$ cat src/rtl/cpu_bcd_store_pkg.sv
// Shared CPU definitions for the FX33 (store BCD of VX at I) sequencer.
package cpu_bcd_store_pkg;

   localparam int unsigned ADDR_W_DEF = 12;

   // Decoder match: (instr & OP_FX33_MASK) == OP_FX33 raises start.
   localparam logic [15:0] OP_FX33      = 16'hF033;
   localparam logic [15:0] OP_FX33_MASK = 16'hF0FF;

   localparam logic [2:0] S_IDLE = 3'd0;
   localparam logic [2:0] S_CONV = 3'd1;
   localparam logic [2:0] S_WR_H = 3'd2;
   localparam logic [2:0] S_WR_T = 3'd3;
   localparam logic [2:0] S_WR_O = 3'd4;
   localparam logic [2:0] S_DONE = 3'd5;

   typedef enum logic [2:0] {
      IDLE = S_IDLE,
      CONV = S_CONV,
      WR_H = S_WR_H,
      WR_T = S_WR_T,
      WR_O = S_WR_O,
      DONE = S_DONE
   } bcd_st_t;

endpackage

$ cat src/rtl/cpu_bcd_store_if.sv
// Memory write port: valid/ready byte write from the BCD sequencer to the arbiter.
interface cpu_bcd_store_if #(
   parameter int unsigned ADDR_W = cpu_bcd_store_pkg::ADDR_W_DEF
);
   logic [ADDR_W-1:0] mem_addr;
   logic [7:0]        mem_wdata;
   logic              mem_we;
   logic              mem_ready;

   modport master (output mem_addr, output mem_wdata, output mem_we, input mem_ready);
   modport slave  (input mem_addr, input mem_wdata, input mem_we, output mem_ready);
endinterface

$ cat src/rtl/cpu_bcd.sv
// Combinational 8-bit binary to three-digit BCD converter.
module cpu_bcd (
   input  logic [7:0] bin_i,
   output logic [3:0] hund_o,
   output logic [3:0] tens_o,
   output logic [3:0] ones_o
);
   logic [7:0] rem;

   // Hundreds digit is at most 2, so two compares replace a divider.
   always_comb begin
      if (bin_i >= 8'd200) begin
         hund_o = 4'd2;
         rem    = bin_i - 8'd200;
      end else if (bin_i >= 8'd100) begin
         hund_o = 4'd1;
         rem    = bin_i - 8'd100;
      end else begin
         hund_o = '0;
         rem    = bin_i;
      end
      tens_o = 4'(rem / 8'd10);
      ones_o = 4'(rem % 8'd10);
   end
endmodule

$ cat src/rtl/cpu_bcd_store.sv
// FX33 sequencer: latch VX and I, convert to BCD, write three digits at I..I+2.
module cpu_bcd_store
   import cpu_bcd_store_pkg::*;
#(
   parameter int unsigned ADDR_W = ADDR_W_DEF
) (
   input  logic              clk,
   input  logic              reset,
   input  logic              start,
   input  logic [7:0]        vx,
   input  logic [ADDR_W-1:0] i_addr,
   output logic              busy,
   output logic              done,
   cpu_bcd_store_if.master   mem
);
   bcd_st_t           state_q, state_d;
   logic [7:0]        val_q;
   logic [ADDR_W-1:0] addr_q;
   logic [3:0]        h_q, t_q, o_q;
   logic [3:0]        h_d, t_d, o_d;

   cpu_bcd u_bcd (
      .bin_i  (val_q),
      .hund_o (h_d),
      .tens_o (t_d),
      .ones_o (o_d)
   );

   always_comb begin
      state_d = state_q;
      case (state_q)
         IDLE:    if (start) state_d = CONV;
         CONV:    state_d = WR_H;
         WR_H:    if (mem.mem_ready) state_d = WR_T;
         WR_T:    if (mem.mem_ready) state_d = WR_O;
         WR_O:    if (mem.mem_ready) state_d = DONE;
         DONE:    state_d = IDLE;
         default: state_d = IDLE;
      endcase
   end

   // Outputs decode from registered state only; address/data forced to 0 when idle.
   always_comb begin
      mem.mem_we    = 1'b0;
      mem.mem_addr  = '0;
      mem.mem_wdata = '0;
      case (state_q)
         WR_H: begin
            mem.mem_we    = 1'b1;
            mem.mem_addr  = addr_q;
            mem.mem_wdata = {4'b0, h_q};
         end
         WR_T: begin
            mem.mem_we    = 1'b1;
            mem.mem_addr  = addr_q + ADDR_W'(1);
            mem.mem_wdata = {4'b0, t_q};
         end
         WR_O: begin
            mem.mem_we    = 1'b1;
            mem.mem_addr  = addr_q + ADDR_W'(2);
            mem.mem_wdata = {4'b0, o_q};
         end
         default: ;
      endcase
   end

   assign busy = (state_q != IDLE);
   assign done = (state_q == DONE);

   always_ff @(posedge clk) begin
      if (reset) begin
         state_q <= IDLE;
         val_q   <= '0;
         addr_q  <= '0;
         h_q     <= '0;
         t_q     <= '0;
         o_q     <= '0;
      end else begin
         state_q <= state_d;
         if (state_q == IDLE && start) begin
            val_q  <= vx;
            addr_q <= i_addr;
         end
         if (state_q == CONV) begin
            h_q <= h_d;
            t_q <= t_d;
            o_q <= o_d;
         end
      end
   end
endmodule
$ cat src/flat_wrapper.sv
// flat-port wrapper written by rule: the top's interface ports become plain ports
module cpu_bcd_store_flat import cpu_bcd_store_pkg::*;
#(
   parameter int unsigned ADDR_W = ADDR_W_DEF
)
  (clk, reset, start, vx, i_addr, busy, done, mem_mem_addr, mem_mem_wdata, mem_mem_we, mem_mem_ready);
  cpu_bcd_store_if #(.ADDR_W(ADDR_W)) mem_i ();
  input  logic clk;
  input  logic reset;
  input  logic start;
  input  logic [7:0] vx;
  input  logic [ADDR_W-1:0] i_addr;
  output logic busy;
  output logic done;
  output wire logic [$bits(mem_i.mem_addr)-1:0] mem_mem_addr;
  output wire logic [$bits(mem_i.mem_wdata)-1:0] mem_mem_wdata;
  output wire logic [$bits(mem_i.mem_we)-1:0] mem_mem_we;
  input wire logic [$bits(mem_i.mem_ready)-1:0] mem_mem_ready;
  assign mem_mem_addr = mem_i.mem_addr;
  assign mem_mem_wdata = mem_i.mem_wdata;
  assign mem_mem_we = mem_i.mem_we;
  assign mem_i.mem_ready = mem_mem_ready;
  cpu_bcd_store #(.ADDR_W(ADDR_W)) u_core (.clk(clk), .reset(reset), .start(start), .vx(vx), .i_addr(i_addr), .busy(busy), .done(done), .mem(mem_i));
endmodule
$ cat config.mk
export PLATFORM = sky130hd
export DESIGN_NAME = cpu_bcd_store_flat
export DESIGN_NICKNAME = d
export VERILOG_FILES = /design/src/rtl/cpu_bcd_store_pkg.sv /design/src/rtl/cpu_bcd_store_if.sv /design/src/rtl/cpu_bcd.sv /design/src/rtl/cpu_bcd_store.sv /design/src/flat_wrapper.sv
export SDC_FILE = /design/constraint.sdc
export NUM_CORES = 1
export LEC_CHECK = 0
export BUFFER_PORTS_ARGS = -buffer_cell sky130_fd_sc_hd__buf_4
export CORE_MARGIN = 5
export CORE_UTILIZATION = 35
export DETAILED_ROUTE_END_ITERATION = 12
export RECOVER_POWER = 50
export SETUP_SLACK_MARGIN = 0.4
export SLEW_MARGIN = 20
export SYNTH_ARGS = -nofsm -noshare
export SYNTH_HDL_FRONTEND = slang
export SYNTH_SLANG_ARGS = --single-unit
$ cat constraint.sdc
create_clock -name clk -period 6.15 [get_ports clk]
set_input_delay 1.23 -clock clk [delete_from_list [all_inputs] [get_ports clk]]
set_output_delay 1.23 -clock clk [all_outputs]
set_load 0.01 [all_outputs]
==> run_results.csv <==
group,metric,value,unit
pwr,switchingPower,0.248,mW
hold_path,hold_path_end,"u_core.o_q[0]$_SDFFE_PP0P_",
timing,worst_pin_slew,1.55,ns
pwr,pwr-share-seq,37.0,%
timing,rsz0062_at_grt,"no",
global_route,grt_pass1_wl,12700,um
timing,hold_violations,0,
place,port-buffer-count,42,
timing,layout_min_cycle_time,4.43,ns
pwr,p_int,0.454,mW
floorplanning,io_pins,47,
clock_tree,ctsHoldBuffers,0,
hold_path,hp-class,"reg2reg",
yosys,synth_area_leaders,"dfxtp_1 24%, nand2_1 8.8%, a21oi_1 7.2%",
outcome,failed_checks,"max-capacitance violations, max-slew violations",
timing,maxSlewViolCount,36,
clock_tree,cts_setup_buffers,0,
place,place_inst,506,
clock_tree,clk_latency,0.29,ns
yosys,yosysTopAreaCellShare,23.7,%
critical_path,critPathKind,"reg2reg",
drt,via_count,2838,
finish,n_antenna_cell,0,
finish,multi_input_area,1930,um^2
yosys,synth.distinct_cells,67,
yosys,synth_seq_area_share,23.7,%
floorplanning,dieArea,9840,um^2
hold_path,min_path_cells,2,
timing,fmax,226,MHz
global_route,grt_pass1_vias,2657,
clock_tree,cts_sinks,33,
critical_path,end_kind,"register",
yosys,dominantRegCellSynth,"dfxtp_1",
critical_path,rrSetupSlack,1.72,ns
pwr,switching_share,35.4,%
clock_tree,cts_resized,0,
finish,final_nets,443,
outcome,status,"finished with violations",
drt,drt-total-wl,7480,um
yosys,async_flop_share,0,%
critical_path,required,6.34,ns
floorplanning,fp.coreArea,7730,um^2
yosys,synth-edff-count,0,
yosys,yosys.area.top_type,"dfxtp_1",
floorplanning,fp-row-count,32,
drt,drt_drc_violations_left,0,
critical_path,timing.rr.start,"u_core.val_q[3]$_SDFFE_PP0P_",
pwr,leakage,1.20,nW
global_route,antenna_found_initial,0,
drt,postRouteAntennaNets,0,
floorplanning,die_y,99.2,um
global_route,grt_max_degree,36,
finish,register_area,661,um^2
timing,timing.hold.ws,0.459,ns
critical_path,crit_path_max_fanout,8,
finish,final_core_util,41.5,%
global_route,gr-total-overflow,0,
clock_tree,cts_buffer_depth,2,
critical_path,rr_endpoint,"u_core.o_q[2]$_SDFFE_PP0P_",
critical_path,arrival,4.62,ns
pwr,ir_drop,0.0948,mV
global_route,track_usage,15.2,%
place,place.gp.congestion,0.895,
timing,period_share,72.0,%
timing,finalSetupViolCount,0,
drt,first_pass_iters,5,
finish,area_growth,15.0,%
critical_path,cp-start-kind,"register",
finish,drive_gt1_share,15.8,%
pwr,comb_power_share,31.9,%
pwr,p_clk_share,31.1,%
floorplanning,fp.dieW,99.2,um
clock_tree,h-tree-depth,2,
yosys,synthCells,390,
timing,fin_setup_tns,0,ns
drt,drtIter0Drc,127,
critical_path,worstRegToRegCells,16,
job,cap_viol_max_count,1,
yosys,ys.warnings.count,0,
yosys,ys_seq_elements,33,
timing,max_slew_margin,-3.58,%
finish,nFillCells,839,
clock_tree,clkTransAtPathRegs,0.08,ns
floorplanning,start_util,36.0,%
hold_path,min-delay-start,"u_core.o_q[0]$_SDFFE_PP0P_",
drt,vias_per_cell,5.52,
finish,finalNonFillerCells,514,
drt,wire_per_inst,14.5,um
yosys,synth_area,2790,um^2
place,post-dp-hpwl,5610,um
timing,finClkSkew,0.00607,ns
pwr,p_total,0.702,mW
yosys,syn_area_per_cell,7.14,um^2
clock_tree,cts-root-buf,"clkbuf_8",
clock_tree,cts_inserted_buffers,5,
clock_tree,cts_tree,"built",
pwr,p_per_area,219,nW/um^2
## cells by family (layout without fill, tap and decap cells)
kind of cell	count (synthesis)	after routing	share of synthesized area, %
compound gates	131	131	32.7
flops	33	33	23.7
other cells	1	4	0.135
buf+inv	44	63	7.23
xor+xnor	6	6	1.89
mux	5	5	2.02
simple gates	162	162	28.8
fa+ha+maj	8	8	3.59
## critical path: stages, from the launching register on
cell	delay [ns]
dfxtp_1	0.35
inv_1	0.20
ha_1	0.22
or3b_1	0.37
a211oi_1	0.30
a21oi_1	0.13
o21ai_0	0.22
xnor2_1	0.15
ha_1	0.26
mux2i_1	0.31
nor2_1	0.18
a22o_1	0.26
a211oi_1	0.43
o221ai_1	0.29
nor3_4	0.29
o21ai_1	0.10
a311oi_2	0.26
## cells in the mapped netlist, types with 7 or more instances
cell type / number
clkbuf_1: 22
ha_1: 8
a21oi_1: 40
nor2_1: 29
nand2_1: 65
nor3_1: 12
a22oi_1: 8
a211oi_1: 7
dfxtp_1: 33
o21ai_0: 24
nand3_1: 10
inv_1: 13
## metrics by stage
step	cell area [um^2]	setup WS, ns
finish	3200	1.72
global route	3200	1.33
CTS	3210	1.75
detailed placement	3090	1.78
global placement	3090	1.96
floorplan	2800	2.27
## metal layers
metal | vias up | wire, um | track usage, %
met5 | - | 0 | 0
met4 | 0 | 138 | 5.04
met3 | 14 | 303 | 2.59
met2 | 64 | 3660 | 25.9
met1 | 1309 | 3380 | 19.5
li1 | 1451 | - | -
## how the worst max path moves through the flow
stage | start | cells past startpoint | slack [ns] | end
3_3_place_gp | u_core.val_q[3]$_SDFFE_PP0P_ | 16 | 1.96 | u_core.o_q[2]$_SDFFE_PP0P_
5_1_grt | u_core.val_q[3]$_SDFFE_PP0P_ | 16 | 1.33 | u_core.o_q[2]$_SDFFE_PP0P_
3_5_place_dp | u_core.val_q[3]$_SDFFE_PP0P_ | 16 | 1.78 | u_core.o_q[2]$_SDFFE_PP0P_
6_report | u_core.val_q[3]$_SDFFE_PP0P_ | 16 | 1.72 | u_core.o_q[2]$_SDFFE_PP0P_
2_1_floorplan | u_core.val_q[3]$_SDFFE_PP0P_ | 16 | 2.27 | u_core.o_q[2]$_SDFFE_PP0P_
4_1_cts | u_core.val_q[3]$_SDFFE_PP0P_ | 16 | 1.75 | u_core.o_q[2]$_SDFFE_PP0P_
## power by group through the flow
stage          registers (mW)  logic, mW  clock network (mW)
3_3_place_gp            0.264      0.221                   0
4_1_cts                 0.260      0.224               0.224
3_5_place_dp            0.265      0.224                   0
5_1_grt                 0.264      0.252               0.235
2_1_floorplan           0.245      0.188                   0
6_report                0.260      0.224               0.218
## final cells by class
cell class / count / area share (%)
flip-flops and latches: 33 / 20.6
clock inverters: 2 / 1.17
repair buffers: 42 / 9.73
clock buffers: 6 / 2.58
inverters: 13 / 1.52
well taps: 102 / 3.98
multi-input cells: 316 / 60.4
## cell usage in the layout (no fill, tap or decap), types with 3 or more instances in the layout
cell type | synthesis | routed
nand2_1 | 65 | 65
buf_4 | 5 | 41
a21oi_1 | 40 | 40
dfxtp_1 | 33 | 33
nor2_1 | 29 | 29
o21ai_0 | 24 | 24
inv_1 | 13 | 13
nor3_1 | 12 | 12
nand3_1 | 10 | 10
a22oi_1 | 8 | 8
ha_1 | 8 | 8
a211oi_1 | 7 | 7
and2_1 | 6 | 6
o22ai_1 | 6 | 6
nor4_1 | 6 | 6
clkbuf_8 | 0 | 6
nor2b_1 | 5 | 5
o31ai_1 | 5 | 5
xnor2_1 | 4 | 4
o211ai_1 | 4 | 4
nand2b_1 | 4 | 4
or2_1 | 4 | 4
conb_1 | 1 | 4
or3_1 | 3 | 3
mux2i_1 | 3 | 3
o21a_1 | 3 | 3
a22o_1 | 3 | 3
a21o_1 | 3 | 3
a211o_1 | 3 | 3
o21ai_1 | 3 | 3
o221ai_1 | 3 | 3
## registers in the layout, summed over array words and instances (netlist names)
register and count:
u_core.addr_q 12, u_core.val_q 8, u_core.o_q 4, u_core.t_q 4, u_core.state_q 3, u_core.h_q 2
(Power assumes the default switching activity.)
